$ cat src/rtl/logic_unit_arbiter_pkg.sv
// Shared constants for the logic-unit arbiter: opcode encodings and output-register FSM states.
package logic_unit_arbiter_pkg;

    localparam logic [1:0] LOP_AND   = 2'b00;
    localparam logic [1:0] LOP_OR    = 2'b01;
    localparam logic [1:0] LOP_XOR   = 2'b10;
    localparam logic [1:0] LOP_ANDCM = 2'b11;

    localparam logic [0:0] ST_EMPTY = 1'b0;
    localparam logic [0:0] ST_FULL  = 1'b1;

endpackage

$ cat src/rtl/logic_unit_arbiter_op_unit.sv
// Purely combinational logic unit: y = op(a, b) for AND, OR, XOR and ANDCM (a & ~b).
module logic_op_unit
    import logic_unit_arbiter_pkg::*;
#(
    parameter int W = 32
) (
    input  logic [1:0]   op,
    input  logic [0:W-1] a,
    input  logic [0:W-1] b,
    output logic [0:W-1] y
);

    always_comb begin
        y = '0;
        case (op)
            LOP_AND:   y = a & b;
            LOP_OR:    y = a | b;
            LOP_XOR:   y = a ^ b;
            LOP_ANDCM: y = a & ~b;
            default:   y = '0;
        endcase
    end

endmodule

$ cat src/rtl/logic_unit_arbiter.sv
// Round-robin arbiter sharing one logic unit between two requesters, with a one-entry tagged result register.
// Optional registered zero flag on res_zero when LOGIC_ARB_ZFLAG_EN is defined.
module logic_unit_arbiter
    import logic_unit_arbiter_pkg::*;
#(
    parameter int W = 32
) (
    input  logic         clk,
    input  logic         rst_n,
    input  logic         req0,
    input  logic         req1,
    input  logic [1:0]   op0,
    input  logic [1:0]   op1,
    input  logic [0:W-1] a0,
    input  logic [0:W-1] b0,
    input  logic [0:W-1] a1,
    input  logic [0:W-1] b1,
    output logic         gnt0,
    output logic         gnt1,
    output logic         res_valid,
    output logic         res_tag,
    output logic [0:W-1] res_y,
`ifdef LOGIC_ARB_ZFLAG_EN
    output logic         res_zero,
`endif
    input  logic         res_ready
);

    logic [0:0]   r_state;
    logic         r_last;
    logic         r_tag;
    logic [0:W-1] r_y;

    logic         w_can_grant;
    logic         w_gnt0;
    logic         w_gnt1;
    logic         w_any_gnt;
    logic [1:0]   w_op;
    logic [0:W-1] w_a;
    logic [0:W-1] w_b;
    logic [0:W-1] w_y;

    // A full register may only accept a new result in the cycle it is drained.
    assign w_can_grant = rst_n && ((r_state == ST_EMPTY) || res_ready);
    assign w_gnt0      = w_can_grant && req0 && (!req1 || r_last);
    assign w_gnt1      = w_can_grant && req1 && (!req0 || !r_last);
    assign w_any_gnt   = w_gnt0 || w_gnt1;

    assign w_op = w_gnt1 ? op1 : op0;
    assign w_a  = w_gnt1 ? a1  : a0;
    assign w_b  = w_gnt1 ? b1  : b0;

    logic_op_unit #(.W(W)) u_op (
        .op (w_op),
        .a  (w_a),
        .b  (w_b),
        .y  (w_y)
    );

    always_ff @(posedge clk or negedge rst_n) begin
        if (!rst_n) begin
            r_state <= ST_EMPTY;
            r_last  <= 1'b1;
            r_tag   <= 1'b0;
            r_y     <= '0;
        end else if (w_any_gnt) begin
            r_state <= ST_FULL;
            r_last  <= w_gnt1;
            r_tag   <= w_gnt1;
            r_y     <= w_y;
        end else if ((r_state == ST_FULL) && res_ready) begin
            r_state <= ST_EMPTY;
        end
    end

`ifdef LOGIC_ARB_ZFLAG_EN
    logic r_zero;

    always_ff @(posedge clk or negedge rst_n) begin
        if (!rst_n) begin
            r_zero <= 1'b0;
        end else if (w_any_gnt) begin
            r_zero <= (w_y == '0);
        end
    end

    assign res_zero = r_zero;
`endif

    assign gnt0      = w_gnt0;
    assign gnt1      = w_gnt1;
    assign res_valid = (r_state == ST_FULL);
    assign res_tag   = r_tag;
    assign res_y     = r_y;

endmodule

$ cat config.mk
export PLATFORM = sky130hd
export DESIGN_NAME = logic_unit_arbiter
export DESIGN_NICKNAME = d
export VERILOG_FILES = /design/src/rtl/logic_unit_arbiter_pkg.sv /design/src/rtl/logic_unit_arbiter_op_unit.sv /design/src/rtl/logic_unit_arbiter.sv
export SDC_FILE = /design/constraint.sdc
export NUM_CORES = 1
export LEC_CHECK = 0
export ABC_AREA = 1
export BUFFER_PORTS_ARGS = -buffer_cell sky130_fd_sc_hd__buf_2
export CAP_MARGIN = 20
export CORE_MARGIN = 5
export CORE_UTILIZATION = 55
export DETAILED_ROUTE_END_ITERATION = 6
export HOLD_SLACK_MARGIN = 0.12
export PLACE_DENSITY = 0.95
export SLEW_MARGIN = 20
export SYNTH_ARGS = -nofsm -noshare
export SYNTH_HDL_FRONTEND = slang
export SYNTH_SLANG_ARGS = --single-unit
$ cat constraint.sdc
create_clock -name clk -period 3.4 [get_ports clk]
set_input_delay 0 -clock clk [delete_from_list [all_inputs] [get_ports clk]]
set_output_delay 0 -clock clk [all_outputs]
set_load 0.01 [all_outputs]
==> flow_summary.rst <==
.. list-table::
   :header-rows: 1

   * - Metric
     - Value
   * - Outcome
     - finished clean
   * - Netlist area before placement
     - slightly below 0.005 mm²
   * - Starting Density
     - 0.568
   * - Number of buffers added by the clock tree synthesis step
     - 5
   * - Post-synthesis average cell area
     - 5.38 µm²
   * - Seq/Total Area, Yosys
     - 0.176
   * - Master of the slowest instance on the critical path
     - sky130_fd_sc_hd__nor2_4
   * - Number of I/O pins
     - 173
   * - Count of yosys warnings during synthesis
     - 0
   * - Y dimension of the die
     - 105 µm
   * - Critical Path Start Type
     - input port
   * - Port Buf Inserts
     - roughly 170
   * - Vias in the first global route
     - 5,888
   * - Horiz. Die Dim
     - 105 µm
   * - Final TNS setup
     - 0 ns
   * - Standard-cell rows
     - 34
   * - Required time worst endpoint
     - 3.57 ns
   * - Total Routed Length
     - between 15 and 20 mm
   * - Post-route clock skew
     - 0.00959 ns
   * - Leak pwr
     - 3.75 nW
   * - Layout-stage area growth over the synthesis result
     - 21.5%
   * - Sink Count
     - 35
   * - Type of the worst setup path
     - in2reg
   * - Endpoint class of the critical path
     - flip-flop
   * - Number of slew-limit violations in the final report
     - 0
   * - Number of vias per cell
     - 5.24
   * - Root Driver
     - sky130_fd_sc_hd__clkbuf_8
   * - Final worst path period need
     - roughly 2.8 ns
   * - Worst VDD drop
     - around 0.24 mV
   * - Total track usage
     - 0.279
   * - Floorplan core area
     - 0.00876 mm²
   * - CTS max path bufs
     - 2
   * - Count of antenna-violating nets left after detailed routing
     - 0
   * - Detailed Route Iter0 Violations
     - 410
   * - Max Clock Freq
     - 0.359 GHz
   * - Worst slack on hold paths
     - 0.128 ns
   * - Number of antenna violations at the first check in global routing
     - 0
   * - Max-Cap Viols
     - 0
   * - Deepest level of the CTS H-tree
     - 2
   * - Diode insertion count for antenna repair
     - 0
   * - Maximum fanout count along the critical path
     - 65
   * - TritonCTS clock tree
     - built
   * - Unique cell type count in the Yosys netlist
     - 22
   * - Sequence of cells on the critical path
     - dlygate4sd3_1, buf_2, inv_1, a21oi_4, buf_4, nand2_1, nor2_2, nor2_4, inv_2, nor2_1, a21oi_1
   * - Final hold violation count
     - 0
   * - Count of unresolved DRC violations after routing
     - 0
   * - DR vias
     - 6,166
   * - Layout cell share with drive strength beyond 1
     - 0.192
   * - Pwr/cell area
     - 398 mW/mm²
   * - Skew-Pair Late Insertion Delay
     - 0.29 ns
   * - Post-detail-place hpwl
     - ~11 mm
   * - Congestion Overflow GR
     - 0
   * - Die Outline Area
     - 0.0110 mm²
   * - Final #Nets
     - around 1.2k
   * - Hold Path Class
     - in2reg
   * - Worst-path clk slew
     - approximately 0.07 ns
   * - Longest individual stage delay on the worst path
     - between 0.6 and 0.7 ns
   * - Total power consumption of the routed design
     - 2.40 mW
   * - Post-Synthesis Cells
     - around 920
   * - Final Cycle Share
     - 0.819
   * - Setup fix buffers added after clock tree synthesis
     - 0
   * - Number of iterations in the first detailed-routing pass
     - 5
   * - Number of nets produced by synthesis
     - 1,096
   * - RD Place Congestion
     - 0.913
   * - Global-route wire length before repair
     - 26.3 mm
   * - Pin slew with the least headroom to its limit
     - 0.906 ns
   * - Number of storage elements in the synthesis netlist
     - 35
   * - Wirelength per Cell
     - 13.6 µm
   * - Unrepaired setup endpoints after global routing
     - false
   * - Pin count of the biggest net entering global routing
     - 67
   * - Arrival time of data at the critical path endpoint
     - 2.95 ns
   * - Setup violations, final
     - 0
   * - Max transition margin
     - 0.394
## power by group
group	internal (mW)	leakage, nW	switching, mW
sequential	0.574	0.404	0.0989
combinational	0.499	3.28	0.829
clock	0.238	0.0612	0.166
total	1.31	3.75	1.09
## cells by family after synthesis
family          count (synthesis)  share of synthesized area
compound gates                 99                      0.116
fa+ha+maj                      35                     0.0881
buf+inv                       226                      0.182
flops                          35                      0.176
simple gates                  529                      0.437
## registers in the layout (all words and copies together), names as in the netlist
name       cells
res_y         32
r_last         1
res_tag        1
res_valid      1
## worst max-delay path: cells and delay by family
kind / cells / cell delay, ns
and+or+nand+nor: 4 / 1.17
buffers and inverters: 5 / 1.62
AOI/OAI and AO/OA: 2 / 0.14
## cell usage in the layout, fill, tap and decap left out
cell type                       count
sky130_fd_sc_hd__dlygate4sd3_1      8
sky130_fd_sc_hd__a21oi_4            1
sky130_fd_sc_hd__or2_2              1
sky130_fd_sc_hd__inv_1            167
sky130_fd_sc_hd__buf_12             3
sky130_fd_sc_hd__dfstp_2            1
sky130_fd_sc_hd__bufinv_16          1
sky130_fd_sc_hd__buf_2            172
sky130_fd_sc_hd__clkinv_2           1
sky130_fd_sc_hd__ha_1              35
sky130_fd_sc_hd__nand3_1          128
sky130_fd_sc_hd__o21ai_1            1
sky130_fd_sc_hd__clkbuf_8           6
sky130_fd_sc_hd__nor2_2             1
sky130_fd_sc_hd__dfrtp_1           34
sky130_fd_sc_hd__buf_4             10
sky130_fd_sc_hd__nor2_1            97
sky130_fd_sc_hd__nand2_2            3
sky130_fd_sc_hd__nor2_4             2
sky130_fd_sc_hd__nand2_1          297
sky130_fd_sc_hd__inv_2              3
sky130_fd_sc_hd__o21bai_1          32
sky130_fd_sc_hd__a21oi_1           64
sky130_fd_sc_hd__o21ai_0            1
## synthesized netlist by cell type
master	count	area, µm²
sky130_fd_sc_hd__a21oi_1	64	320
sky130_fd_sc_hd__a21oi_2	1	8.76
sky130_fd_sc_hd__buf_1	3	11.3
sky130_fd_sc_hd__buf_2	25	125
sky130_fd_sc_hd__buf_4	3	22.5
sky130_fd_sc_hd__buf_6	2	22.5
sky130_fd_sc_hd__clkbuf_1	23	86.3
sky130_fd_sc_hd__dfrtp_1	34	851
sky130_fd_sc_hd__dfstp_2	1	26.3
sky130_fd_sc_hd__ha_1	35	438
sky130_fd_sc_hd__inv_1	167	627
sky130_fd_sc_hd__inv_2	3	11.3
sky130_fd_sc_hd__nand2_1	297	1110
sky130_fd_sc_hd__nand2_2	3	18.8
sky130_fd_sc_hd__nand3_1	128	641
sky130_fd_sc_hd__nor2_1	97	364
sky130_fd_sc_hd__nor2_2	1	6.26
sky130_fd_sc_hd__nor2_4	2	22.5
sky130_fd_sc_hd__o21ai_0	1	5.00
sky130_fd_sc_hd__o21ai_1	1	5.00
sky130_fd_sc_hd__o21bai_1	32	240
sky130_fd_sc_hd__or2_2	1	6.26
## path summary, 6_finish.rpt
kind	startpoint	to	slack, ns	cells after the start
worst min register to register	r_last$_DFFE_PN1P_	r_last$_DFFE_PN1P_	0.48	2
min in group asynchronous	rst_n	r_last$_DFFE_PN1P_	0.25	2
worst max register to register	r_last$_DFFE_PN1P_	res_y[16]$_DFFE_PN0P_	0.63	8
worst min-delay path	b1[12]	res_y[12]$_DFFE_PN0P_	0.13	6
max in group asynchronous	rst_n	res_y[27]$_DFFE_PN0P_	2.60	3
worst max-delay path	res_ready	res_y[16]$_DFFE_PN0P_	0.62	11
## what timing repair did
action,in CTS,in global routing
resized for setup,0,0
hold buffers,8,0
hold endpoints to repair,41,0
## final cells by class
class                   count  area (µm²)
multi-input cells         663        3200
fillers                   812        2720
repair buffers            193        1080
flip-flops and latches     35         877
inverters                 170         638
well taps                 108         135
clock buffers               6        82.6
clock inverters             2        35.0
## routing by layer
layer | track usage | wire (µm)
met1 | 0.340 | 6300
met2 | 0.485 | 7730
met3 | 0.0536 | 1490
met4 | 0.108 | 448
met5 | 0 | 0
## per-stage QoR
step                      setup slack, ns  cells   util  cell area (µm²)
after floorplan                      1.05    924      -             4970
after global placement              0.797   1161  0.667             5840
final                               0.616   1177  0.689             6040
after detailed placement            0.684   1161  0.667             5840
after CTS                           0.655   1177  0.689             6040
after global routing                0.454   1177  0.689             6040
No activity file was read; power rests on OpenSTA's default activity.
